**config.mk**
```make
export PLATFORM = sky130hd
export DESIGN_NAME = dm_arbiter
export DESIGN_NICKNAME = d
export VERILOG_FILES = /design/src/rtl/dm_arbiter.sv
export SDC_FILE = /design/constraint.sdc
export NUM_CORES = 1
export LEC_CHECK = 0
export CAP_MARGIN = 0
export CORE_AREA = 2 2 115 117
export CTS_CLUSTER_DIAMETER = 100
export DETAILED_ROUTE_END_ITERATION = 10
export DIE_AREA = 0 0 117 119
export DONT_BUFFER_PORTS = 1
export PLACE_DENSITY = 0.46
export REMOVE_ABC_BUFFERS = 1
export SLEW_MARGIN = 20
export SYNTH_ARGS = -nofsm -noshare
export SYNTH_HDL_FRONTEND = slang
export SYNTH_SLANG_ARGS = --single-unit
```
**constraint.sdc**
```tcl
create_clock -name clk -period 6.95 [get_ports clk]
set_input_delay 1.39 -clock clk [delete_from_list [all_inputs] [get_ports clk]]
set_output_delay 1.39 -clock clk [all_outputs]
set_load 0.05 [all_outputs]
```
**src/rtl/dm_arbiter.sv**
```systemverilog
// rtl/dm_arbiter.sv - two-requester round-robin arbiter for the single-port data memory
// Optional requester bus lock for atomic read-modify-write: define DM_ARB_LOCK_EN.
module dm_arbiter #(
    parameter int DATA_W      = 32,
    parameter int DEPTH_WORDS = 100
) (
    input  logic              clk,
    input  logic              rst,
    input  logic              req0,
    input  logic              we0,
    input  logic [DATA_W-1:0] addr0,
    input  logic [DATA_W-1:0] wdata0,
    output logic              gnt0,
    output logic              rvalid0,
    output logic [DATA_W-1:0] rdata0,
    output logic              err0,
    input  logic              req1,
    input  logic              we1,
    input  logic [DATA_W-1:0] addr1,
    input  logic [DATA_W-1:0] wdata1,
    output logic              gnt1,
    output logic              rvalid1,
    output logic [DATA_W-1:0] rdata1,
    output logic              err1,
`ifdef DM_ARB_LOCK_EN
    input  logic              lock0,
    input  logic              lock1,
`endif
    output logic [DATA_W-1:0] mem_address,
    output logic [DATA_W-1:0] mem_WD,
    output logic              mem_write,
    input  logic [DATA_W-1:0] mem_RD
);

    typedef enum logic [1:0] {
        UNLOCKED = 2'd0,
        LOCKED0  = 2'd1,
        LOCKED1  = 2'd2
    } lock_state_t;

    lock_state_t       lock_state;
    lock_state_t       lock_next;
    logic              lk0;
    logic              lk1;
    logic              last_gnt;
    logic              can0;
    logic              can1;
    logic              sel_we;
    logic              illegal;
    logic [DATA_W-1:0] resp_data;

`ifdef DM_ARB_LOCK_EN
    assign lk0 = lock0;
    assign lk1 = lock1;
`else
    assign lk0 = 1'b0;
    assign lk1 = 1'b0;
`endif

    // Arbitration, memory port mux, legality and lock next-state.
    always_comb begin
        can0      = req0 && rst && (lock_state != LOCKED1);
        can1      = req1 && rst && (lock_state != LOCKED0);
        // last_gnt==1 means requester 1 was served last, so requester 0 wins a tie.
        gnt0      = can0 && (!can1 || last_gnt);
        gnt1      = can1 && (!can0 || !last_gnt);

        mem_address = gnt1 ? addr1  : addr0;
        mem_WD      = gnt1 ? wdata1 : wdata0;
        sel_we      = gnt1 ? we1    : we0;

        illegal   = (|mem_address[1:0]) ||
                    ((mem_address >> 2) >= DATA_W'(DEPTH_WORDS));
        mem_write = (gnt0 || gnt1) && sel_we && !illegal;
        resp_data = (illegal || sel_we) ? '0 : mem_RD;

        lock_next = lock_state;
        case (lock_state)
            UNLOCKED: begin
                if (gnt0 && lk0)
                    lock_next = LOCKED0;
                else if (gnt1 && lk1)
                    lock_next = LOCKED1;
            end
            LOCKED0: begin
                if (!lk0 && (gnt0 || !req0))
                    lock_next = UNLOCKED;
            end
            LOCKED1: begin
                if (!lk1 && (gnt1 || !req1))
                    lock_next = UNLOCKED;
            end
            default: lock_next = UNLOCKED;
        endcase
    end

    always_ff @(posedge clk) begin
        if (!rst) begin
            last_gnt   <= 1'b1;
            rvalid0    <= 1'b0;
            rvalid1    <= 1'b0;
            rdata0     <= '0;
            rdata1     <= '0;
            err0       <= 1'b0;
            err1       <= 1'b0;
            lock_state <= UNLOCKED;
        end else begin
            if (gnt0 || gnt1)
                last_gnt <= gnt1;
            rvalid0 <= gnt0;
            rvalid1 <= gnt1;
            // Non-granted side keeps its last data/err; only rvalid drops.
            if (gnt0) begin
                rdata0 <= resp_data;
                err0   <= illegal;
            end
            if (gnt1) begin
                rdata1 <= resp_data;
                err1   <= illegal;
            end
            lock_state <= lock_next;
        end
    end

endmodule

```
==> metrics.txt, run 1 <==
# TYPE chip_impl_metric gauge
chip_impl_metric{name="finalWorstPathRequiredPeriod",unit="ps"} 4860
chip_impl_metric{name="synth.yosys.seq_area_share",unit="%"} 43.4
chip_impl_metric{name="ys_warn_count",unit=""} 0
chip_impl_metric{name="half_perimeter_wire_length_of_the_detailed_placement_result",unit="um"} 9040
chip_impl_metric{name="port_buffers",unit=""} 0
chip_impl_metric{name="area_growth",unit="%"} 13.3
chip_impl_metric{name="final_hold_viol_count",unit=""} 0
chip_impl_metric{name="number_of_ports_placed_on_the_die_boundary",unit=""} 301
chip_impl_metric{name="seq_area",unit="um2"} 1380
chip_impl_metric{name="via_cell_ratio",unit=""} 5.08
chip_impl_metric{name="synthesis.area",unit="um2"} 3180
chip_impl_metric{name="post-cts-setup-buffers",unit=""} 0
chip_impl_info{name="holdCritPathClass",value="flip-flop to flip-flop"} 1
chip_impl_metric{name="h-tree-depth",unit=""} 3
chip_impl_metric{name="finalWirelength",unit="um"} 11300
chip_impl_metric{name="area_of_the_multi_input_gates",unit="um2"} 1610
chip_impl_metric{name="global_route_wire_length_before_repair",unit="um"} 16100
chip_impl_metric{name="cts-root-to-sink-buffers",unit=""} 2
chip_impl_metric{name="floorplan.die_area",unit="um2"} 13900
chip_impl_metric{name="maxSlewViolCount",unit=""} 0
chip_impl_metric{name="post_dp_cell_area",unit="um2"} 3300
chip_impl_info{name="cts-root-buf",value="sky130_fd_sc_hd__clkbuf_16"} 1
chip_impl_metric{name="static-leakage-power",unit="nW"} 1.56
chip_impl_metric{name="critPathMaxStageDelay",unit="ps"} 520
chip_impl_metric{name="grt_start_max_net_pins",unit=""} 67
chip_impl_metric{name="arrival_time_at_the_worst_endpoint",unit="ps"} 3470
chip_impl_metric{name="clk_transition_reported_paths",unit="ps"} 60
chip_impl_metric{name="holdWs",unit="ps"} 539
chip_impl_metric{name="syn_area_per_cell",unit="um2"} 7.90
chip_impl_metric{name="slew-limit-headroom",unit="%"} 50.8
chip_impl_info{name="crit_start_category",value="input port"} 1
chip_impl_metric{name="floorplan.core_area",unit="um2"} 12900
chip_impl_metric{name="post_cts.resized_instances",unit=""} 0
chip_impl_metric{name="wl_per_cell",unit="um"} 19.6
chip_impl_metric{name="number_of_global_route_vias_before_repair",unit=""} 2804
chip_impl_metric{name="number_of_maximum_capacitance_constraint_violations",unit=""} 0
chip_impl_metric{name="power_per_cell_area",unit="nW/um2"} 288
chip_impl_metric{name="report.final.setup_viol",unit=""} 0
chip_impl_metric{name="globalRouteTotalUtil",unit="%"} 15.3
chip_impl_metric{name="synthDistinctLibCells",unit=""} 25
chip_impl_metric{name="die_h",unit="um"} 119
chip_impl_info{name="timing.critical_path.mode_cell",value="sky130_fd_sc_hd__buf_4"} 1
chip_impl_metric{name="clkLatencyLatePin",unit="ps"} 330
chip_impl_metric{name="ant_nets",unit=""} 0
chip_impl_metric{name="place_congestion",unit=""} 0.981
chip_impl_info{name="mostFrequentLayoutCell",value="sky130_fd_sc_hd__nand2_1"} 1
chip_impl_info{name="critical_path.cell_chain",value="and2_1 -> or2_2 -> inv_2 -> a41oi_1 -> nor3_4 -> buf_4 -> a21boi_2 -> buf_4"} 1
chip_impl_info{name="status",value="completed"} 1
chip_impl_metric{name="max_slew.worst_pin.slew",unit="ps"} 738
chip_impl_metric{name="routed-via-count",unit=""} 2917
chip_impl_metric{name="fillCellCount",unit=""} 1370
chip_impl_metric{name="clock-skew-final",unit="ps"} 10.1
chip_impl_metric{name="wp_data_required",unit="ps"} 5560
chip_impl_metric{name="dieWidth",unit="um"} 117
chip_impl_metric{name="yosys_register_bits",unit=""} 69
chip_impl_metric{name="grt_antenna_before_repair",unit=""} 2
chip_impl_metric{name="placement_rows",unit=""} 42
chip_impl_metric{name="worst_ir_drop_vdd",unit="V"} 0.000100
chip_impl_metric{name="worstPathMaxFanout",unit=""} 35
chip_impl_metric{name="overflow",unit=""} 0
chip_impl_info{name="rsz0062_at_grt",value="false"} 1
chip_impl_info{name="mostFrequentLayoutCells",value="sky130_fd_sc_hd__nand2_1, sky130_fd_sc_hd__dfxtp_1, sky130_fd_sc_hd__a32o_1, sky130_fd_sc_hd__a22o_1, sky130_fd_sc_hd__nor4_1"} 1
chip_impl_metric{name="design_area",unit="um2"} 3600
chip_impl_metric{name="drc",unit=""} 0
chip_impl_metric{name="syn_inst",unit=""} 403
chip_impl_info{name="cts_tree",value="done"} 1
chip_impl_metric{name="cts_hold_buf",unit=""} 0
chip_impl_metric{name="final.period_utilization",unit="%"} 69.9
chip_impl_metric{name="cts_num_sinks",unit=""} 69
chip_impl_metric{name="cts_inserted_buffers",unit=""} 9
chip_impl_metric{name="drt-pass1-iter-count",unit=""} 5
chip_impl_metric{name="initial_core_util",unit="%"} 24.7
chip_impl_info{name="timing.critical_path.to_type",value="primary output"} 1
chip_impl_info{name="timing.setup.critical_path_class",value="input port to primary output"} 1
chip_impl_metric{name="layout-drive-gt1-share",unit="%"} 8.33
chip_impl_metric{name="detailedRoute.firstIterationViolations",unit=""} 212
chip_impl_metric{name="achievable-frequency",unit="GHz"} 0.206
chip_impl_info{name="crit_path_top_delay_cell",value="sky130_fd_sc_hd__or2_2"} 1
chip_impl_metric{name="design.final.nets",unit=""} 557
## routing by layer
| layer | global-route usage [%] | up-vias | wire length, um |
|---|---|---|---|
| li1 | - | 1377 | - |
| met1 | 16.3 | 1309 | 4160 |
| met2 | 24.9 | 207 | 5250 |
| met3 | 8.35 | 22 | 1530 |
| met4 | 5.44 | 2 | 261 |
| met5 | 4.31 | - | 72 |
## cells in the mapped netlist
master | n | share of area [%]
sky130_fd_sc_hd__nor2_1 | 3 | 0.35
sky130_fd_sc_hd__a41oi_1 | 1 | 0.28
sky130_fd_sc_hd__a21oi_1 | 1 | 0.16
sky130_fd_sc_hd__nand4_1 | 2 | 0.39
sky130_fd_sc_hd__a22o_1 | 32 | 8.8
sky130_fd_sc_hd__a21boi_2 | 1 | 0.35
sky130_fd_sc_hd__mux2i_2 | 1 | 0.43
sky130_fd_sc_hd__dfxtp_1 | 69 | 43
sky130_fd_sc_hd__nor3_4 | 2 | 1.0
sky130_fd_sc_hd__clkbuf_1 | 25 | 2.9
sky130_fd_sc_hd__mux2_4 | 1 | 0.47
sky130_fd_sc_hd__nor3_1 | 2 | 0.31
sky130_fd_sc_hd__or2_1 | 1 | 0.20
sky130_fd_sc_hd__a32o_1 | 32 | 10
sky130_fd_sc_hd__inv_1 | 5 | 0.59
sky130_fd_sc_hd__nor4_1 | 10 | 2.0
sky130_fd_sc_hd__or3_1 | 1 | 0.20
sky130_fd_sc_hd__o21ai_0 | 3 | 0.47
sky130_fd_sc_hd__buf_6 | 7 | 2.5
sky130_fd_sc_hd__nand3_1 | 3 | 0.47
sky130_fd_sc_hd__and2_1 | 3 | 0.59
sky130_fd_sc_hd__o311ai_0 | 2 | 0.55
sky130_fd_sc_hd__nand2_1 | 194 | 23
sky130_fd_sc_hd__o2111a_1 | 1 | 0.35
sky130_fd_sc_hd__o211ai_1 | 1 | 0.24
## path summary, 6_finish.rpt
path,startpoint,to,slack (ps),cells after the start
setup / recovery,req0,mem_write,2090,8
hold / removal,last_gnt$_SDFFE_PN1N_,last_gnt$_SDFFE_PN1N_,540,2
hold reg to reg,last_gnt$_SDFFE_PN1N_,last_gnt$_SDFFE_PN1N_,540,2
setup reg to reg,last_gnt$_SDFFE_PN1N_,rdata1[11]$_SDFFE_PN0N_,4340,7
## layout make-up
type / count / share of cell area [%]
Clock buffer: 9 / 6.25
Inverter: 5 / 0.521
Antenna cell: 2 / 0.139
Tap cell: 176 / 6.11
Sequential cell: 69 / 38.3
Clock inverter: 7 / 2.05
Timing Repair Buffer: 9 / 1.87
Multi-Input combinational cell: 297 / 44.7
## registers in the layout, summed over array words and instances, names as in the netlist
| name | flops |
|---|---|
| err0 | 1 |
| err1 | 1 |
| last_gnt | 1 |
| rdata0 | 32 |
| rdata1 | 32 |
| rvalid0 | 1 |
| rvalid1 | 1 |
## cells by family (layout without fill, tap and decap cells)
kind of cell | Yosys count | in the layout | synth area share [%]
AND/OR/NAND/NOR | 221 | 221 | 28.4
AO/OA/AOI/OAI | 74 | 74 | 21.3
flip-flops | 69 | 69 | 43.4
buffers and inverters | 37 | 30 | 6.02
multiplexers | 2 | 2 | 0.904
other | 0 | 2 | 0
## worst max-delay path: cells and delay by family
family / cells / cell delay, ps
buffers and inverters: 3 / 680
AO/OA/AOI/OAI: 2 / 460
AND/OR/NAND/NOR: 3 / 910
## report_power, final
part	internal (mW)	total [mW]	switching (mW)
sequential	0.398	0.406	0.00784
clock	0.278	0.447	0.169
combinational	0.0210	0.187	0.166
## stage by stage
stage	utilization [%]	setup TNS, ps	total power [mW]	setup WS (ps)	std cells
finish	28.0	0	1.04	2090	574
global route	28.0	0	1.08	1950	574
CTS	28.0	0	1.05	2050	572
detailed placement	25.6	0	0.601	2050	556
global placement	25.6	0	0.601	2050	556
floorplan	-	-327	0.579	-327	371
Power figures use the tool's default switching activity.
==> inputs of run 2 (changes only) <==
--- a/config.mk
+++ b/config.mk
@@ -11,7 +11,7 @@
 export DETAILED_ROUTE_END_ITERATION = 10
 export DIE_AREA = 0 0 117 119
 export DONT_BUFFER_PORTS = 1
-export PLACE_DENSITY = 0.46
+export PLACE_DENSITY = 0.48
 export REMOVE_ABC_BUFFERS = 1
 export SLEW_MARGIN = 20
 export SYNTH_ARGS = -nofsm -noshare
==> constraint.sdc (replaced) <==
create_clock -name clk -period 4.1 [get_ports clk]
set_input_delay 0.82 -clock clk [delete_from_list [all_inputs] [get_ports clk]]
set_output_delay 0.82 -clock clk [all_outputs]
set_load 0.05 [all_outputs]
==> metrics.txt, run 2 (synthesis gave the netlist of run 1 again) <==
# TYPE chip_impl_metric gauge
chip_impl_metric{name="routed-via-count",unit=""} 3017
chip_impl_info{name="timing.critical_path.to_type",value="primary output"} 1
chip_impl_metric{name="power_report.internal_total",unit="mW"} 1.24
chip_impl_metric{name="placement_rows",unit=""} 42
chip_impl_metric{name="achievable-frequency",unit="GHz"} 0.294
chip_impl_metric{name="global_route_wire_length_before_repair",unit="um"} 16600
chip_impl_metric{name="floorplan.die_area",unit="um2"} 13900
chip_impl_info{name="mostFrequentLayoutCells",value="sky130_fd_sc_hd__nand2_1, sky130_fd_sc_hd__dfxtp_1, sky130_fd_sc_hd__a32o_1, sky130_fd_sc_hd__a22o_1, sky130_fd_sc_hd__nor4_1"} 1
chip_impl_info{name="timing.setup.critical_path_class",value="input port to primary output"} 1
chip_impl_metric{name="placement.setup.worst_slack",unit="ps"} 718
chip_impl_metric{name="floorplan.core_area",unit="um2"} 12900
chip_impl_metric{name="diodes",unit=""} 0
chip_impl_metric{name="design_area",unit="um2"} 3650
chip_impl_metric{name="cts_hold_buf",unit=""} 0
chip_impl_metric{name="number_of_ports_placed_on_the_die_boundary",unit=""} 301
chip_impl_metric{name="cts_inserted_buffers",unit=""} 9
chip_impl_metric{name="final_hold_viol_count",unit=""} 0
chip_impl_metric{name="fin_total_pwr",unit="mW"} 1.83
chip_impl_metric{name="place_inst",unit=""} 557
chip_impl_metric{name="clock-skew-final",unit="ps"} 10.1
chip_impl_metric{name="detailedRoute.firstIterationViolations",unit=""} 238
chip_impl_info{name="cts_tree",value="done"} 1
chip_impl_metric{name="power.switching_fraction",unit="%"} 31.9
chip_impl_metric{name="via_cell_ratio",unit=""} 5.27
chip_impl_info{name="top_regs",value="rdata0 (32), rdata1 (32)"} 1
chip_impl_metric{name="port_buffers",unit=""} 0
chip_impl_metric{name="static-leakage-power",unit="nW"} 1.58
chip_impl_metric{name="finalWirelength",unit="um"} 11800
chip_impl_metric{name="globalRouteTotalUtil",unit="%"} 16.0
chip_impl_info{name="holdCritPathClass",value="flip-flop to flip-flop"} 1
chip_impl_metric{name="pwr-share-seq",unit="%"} 37.7
chip_impl_metric{name="post-cts-setup-buffers",unit=""} 0
chip_impl_metric{name="half_perimeter_wire_length_of_the_detailed_placement_result",unit="um"} 9250
chip_impl_metric{name="post_cts.resized_instances",unit=""} 0
chip_impl_metric{name="h-tree-depth",unit=""} 3
chip_impl_metric{name="area_of_the_multi_input_gates",unit="um2"} 1610
chip_impl_info{name="mostFrequentLayoutCell",value="sky130_fd_sc_hd__nand2_1"} 1
chip_impl_metric{name="power_per_cell_area",unit="nW/um2"} 500
chip_impl_metric{name="place_congestion",unit=""} 1.01
chip_impl_metric{name="wl_per_cell",unit="um"} 20.6
chip_impl_metric{name="area_growth",unit="%"} 14.7
chip_impl_metric{name="number_of_global_route_vias_before_repair",unit=""} 2855
chip_impl_metric{name="clkLatencyLatePin",unit="ps"} 330
chip_impl_metric{name="clk_transition_reported_paths",unit="ps"} 60
chip_impl_info{name="cts-root-buf",value="sky130_fd_sc_hd__clkbuf_16"} 1
chip_impl_metric{name="report.final.setup_viol",unit=""} 0
chip_impl_metric{name="initial_core_util",unit="%"} 24.7
chip_impl_metric{name="maxSlewViolCount",unit=""} 0
chip_impl_metric{name="netSwitchingPower",unit="mW"} 0.582
chip_impl_metric{name="finalWorstPathRequiredPeriod",unit="ps"} 3400
chip_impl_metric{name="ant_nets",unit=""} 0
chip_impl_metric{name="slew-limit-headroom",unit="%"} 58.6
chip_impl_metric{name="cts-root-to-sink-buffers",unit=""} 2
chip_impl_metric{name="layout.cells.non_filler",unit=""} 573
chip_impl_metric{name="max_slew.worst_pin.slew",unit="ps"} 619
chip_impl_info{name="status",value="completed"} 1
chip_impl_metric{name="grt_antenna_before_repair",unit=""} 0
chip_impl_metric{name="overflow",unit=""} 0
chip_impl_metric{name="fillCellCount",unit=""} 1361
chip_impl_metric{name="dieWidth",unit="um"} 117
chip_impl_metric{name="number_of_maximum_capacitance_constraint_violations",unit=""} 0
chip_impl_metric{name="total_negative_setup_slacks",unit="ps"} 0
chip_impl_metric{name="arrival_time_at_the_worst_endpoint",unit="ps"} 2580
chip_impl_metric{name="final.period_utilization",unit="%"} 82.9
chip_impl_info{name="rsz0062_at_grt",value="false"} 1
chip_impl_metric{name="wp_data_required",unit="ps"} 3280
chip_impl_info{name="crit_start_category",value="input port"} 1
chip_impl_metric{name="layout-drive-gt1-share",unit="%"} 8.31
chip_impl_metric{name="worstPathMaxFanout",unit=""} 59
chip_impl_metric{name="layout_setup_ws",unit="ps"} 702
chip_impl_metric{name="clock_power_share",unit="%"} 44.8
chip_impl_metric{name="pwr-share-comb",unit="%"} 17.5
chip_impl_metric{name="drt-pass1-iter-count",unit=""} 5
chip_impl_metric{name="post_dp_cell_area",unit="um2"} 3330
chip_impl_metric{name="grt_start_max_net_pins",unit=""} 67
chip_impl_metric{name="cts_num_sinks",unit=""} 69
chip_impl_metric{name="seq_area",unit="um2"} 1380
chip_impl_metric{name="die_h",unit="um"} 119
chip_impl_metric{name="worst_ir_drop_vdd",unit="V"} 0.000174
chip_impl_metric{name="drc",unit=""} 0
chip_impl_metric{name="holdWs",unit="ps"} 535
chip_impl_metric{name="postLayoutCoreUtil",unit="%"} 28.3
chip_impl_metric{name="design.final.nets",unit=""} 558
-- run 2: cell type report --
type                       instances  share of cell area (%)
multi-input combinational        297                    44.2
sequential                        69                    37.8
clock buffer                      10                    6.27
tap                              176                    6.03
timing repair buffer              10                    2.74
clock inverter                     6                    2.40
inverter                           5                   0.514
-- run 2: power groups by stage --
| stage | Sequential, mW | Clock [mW] | Combinational (mW) |
|---|---|---|---|
| 2_1_floorplan | 0.701 | 0 | 0.280 |
| 3_3_place_gp | 0.704 | 0 | 0.321 |
| 3_5_place_dp | 0.703 | 0 | 0.321 |
| 4_1_cts | 0.689 | 0.838 | 0.322 |
| 5_1_grt | 0.689 | 0.871 | 0.336 |
| 6_report | 0.688 | 0.818 | 0.320 |
-- run 2: metal layers --
metal	vias up	track usage [%]	wire (um)
li1	1377	-	-
met1	1381	17.9	4520
met2	233	27.0	5580
met3	26	6.11	1410
met4	0	6.25	272
met5	-	0	0
-- run 2: final timing paths --
path | from | end | slack [ps] | cells past startpoint
setup reg to reg | last_gnt$_SDFFE_PN1N_ | rdata0[0]$_SDFFE_PN0P_ | 1760 | 7
setup / recovery | req0 | mem_WD[28] | 700 | 5
hold reg to reg | last_gnt$_SDFFE_PN1N_ | last_gnt$_SDFFE_PN1N_ | 540 | 2
hold / removal | last_gnt$_SDFFE_PN1N_ | last_gnt$_SDFFE_PN1N_ | 540 | 2
-- run 2: worst max-delay path, stage by stage --
cell and delay, ps:
sky130_fd_sc_hd__and2_1 140, sky130_fd_sc_hd__or2_2 340, sky130_fd_sc_hd__buf_4 530, sky130_fd_sc_hd__nand2_1 220, sky130_fd_sc_hd__nand2_1 470
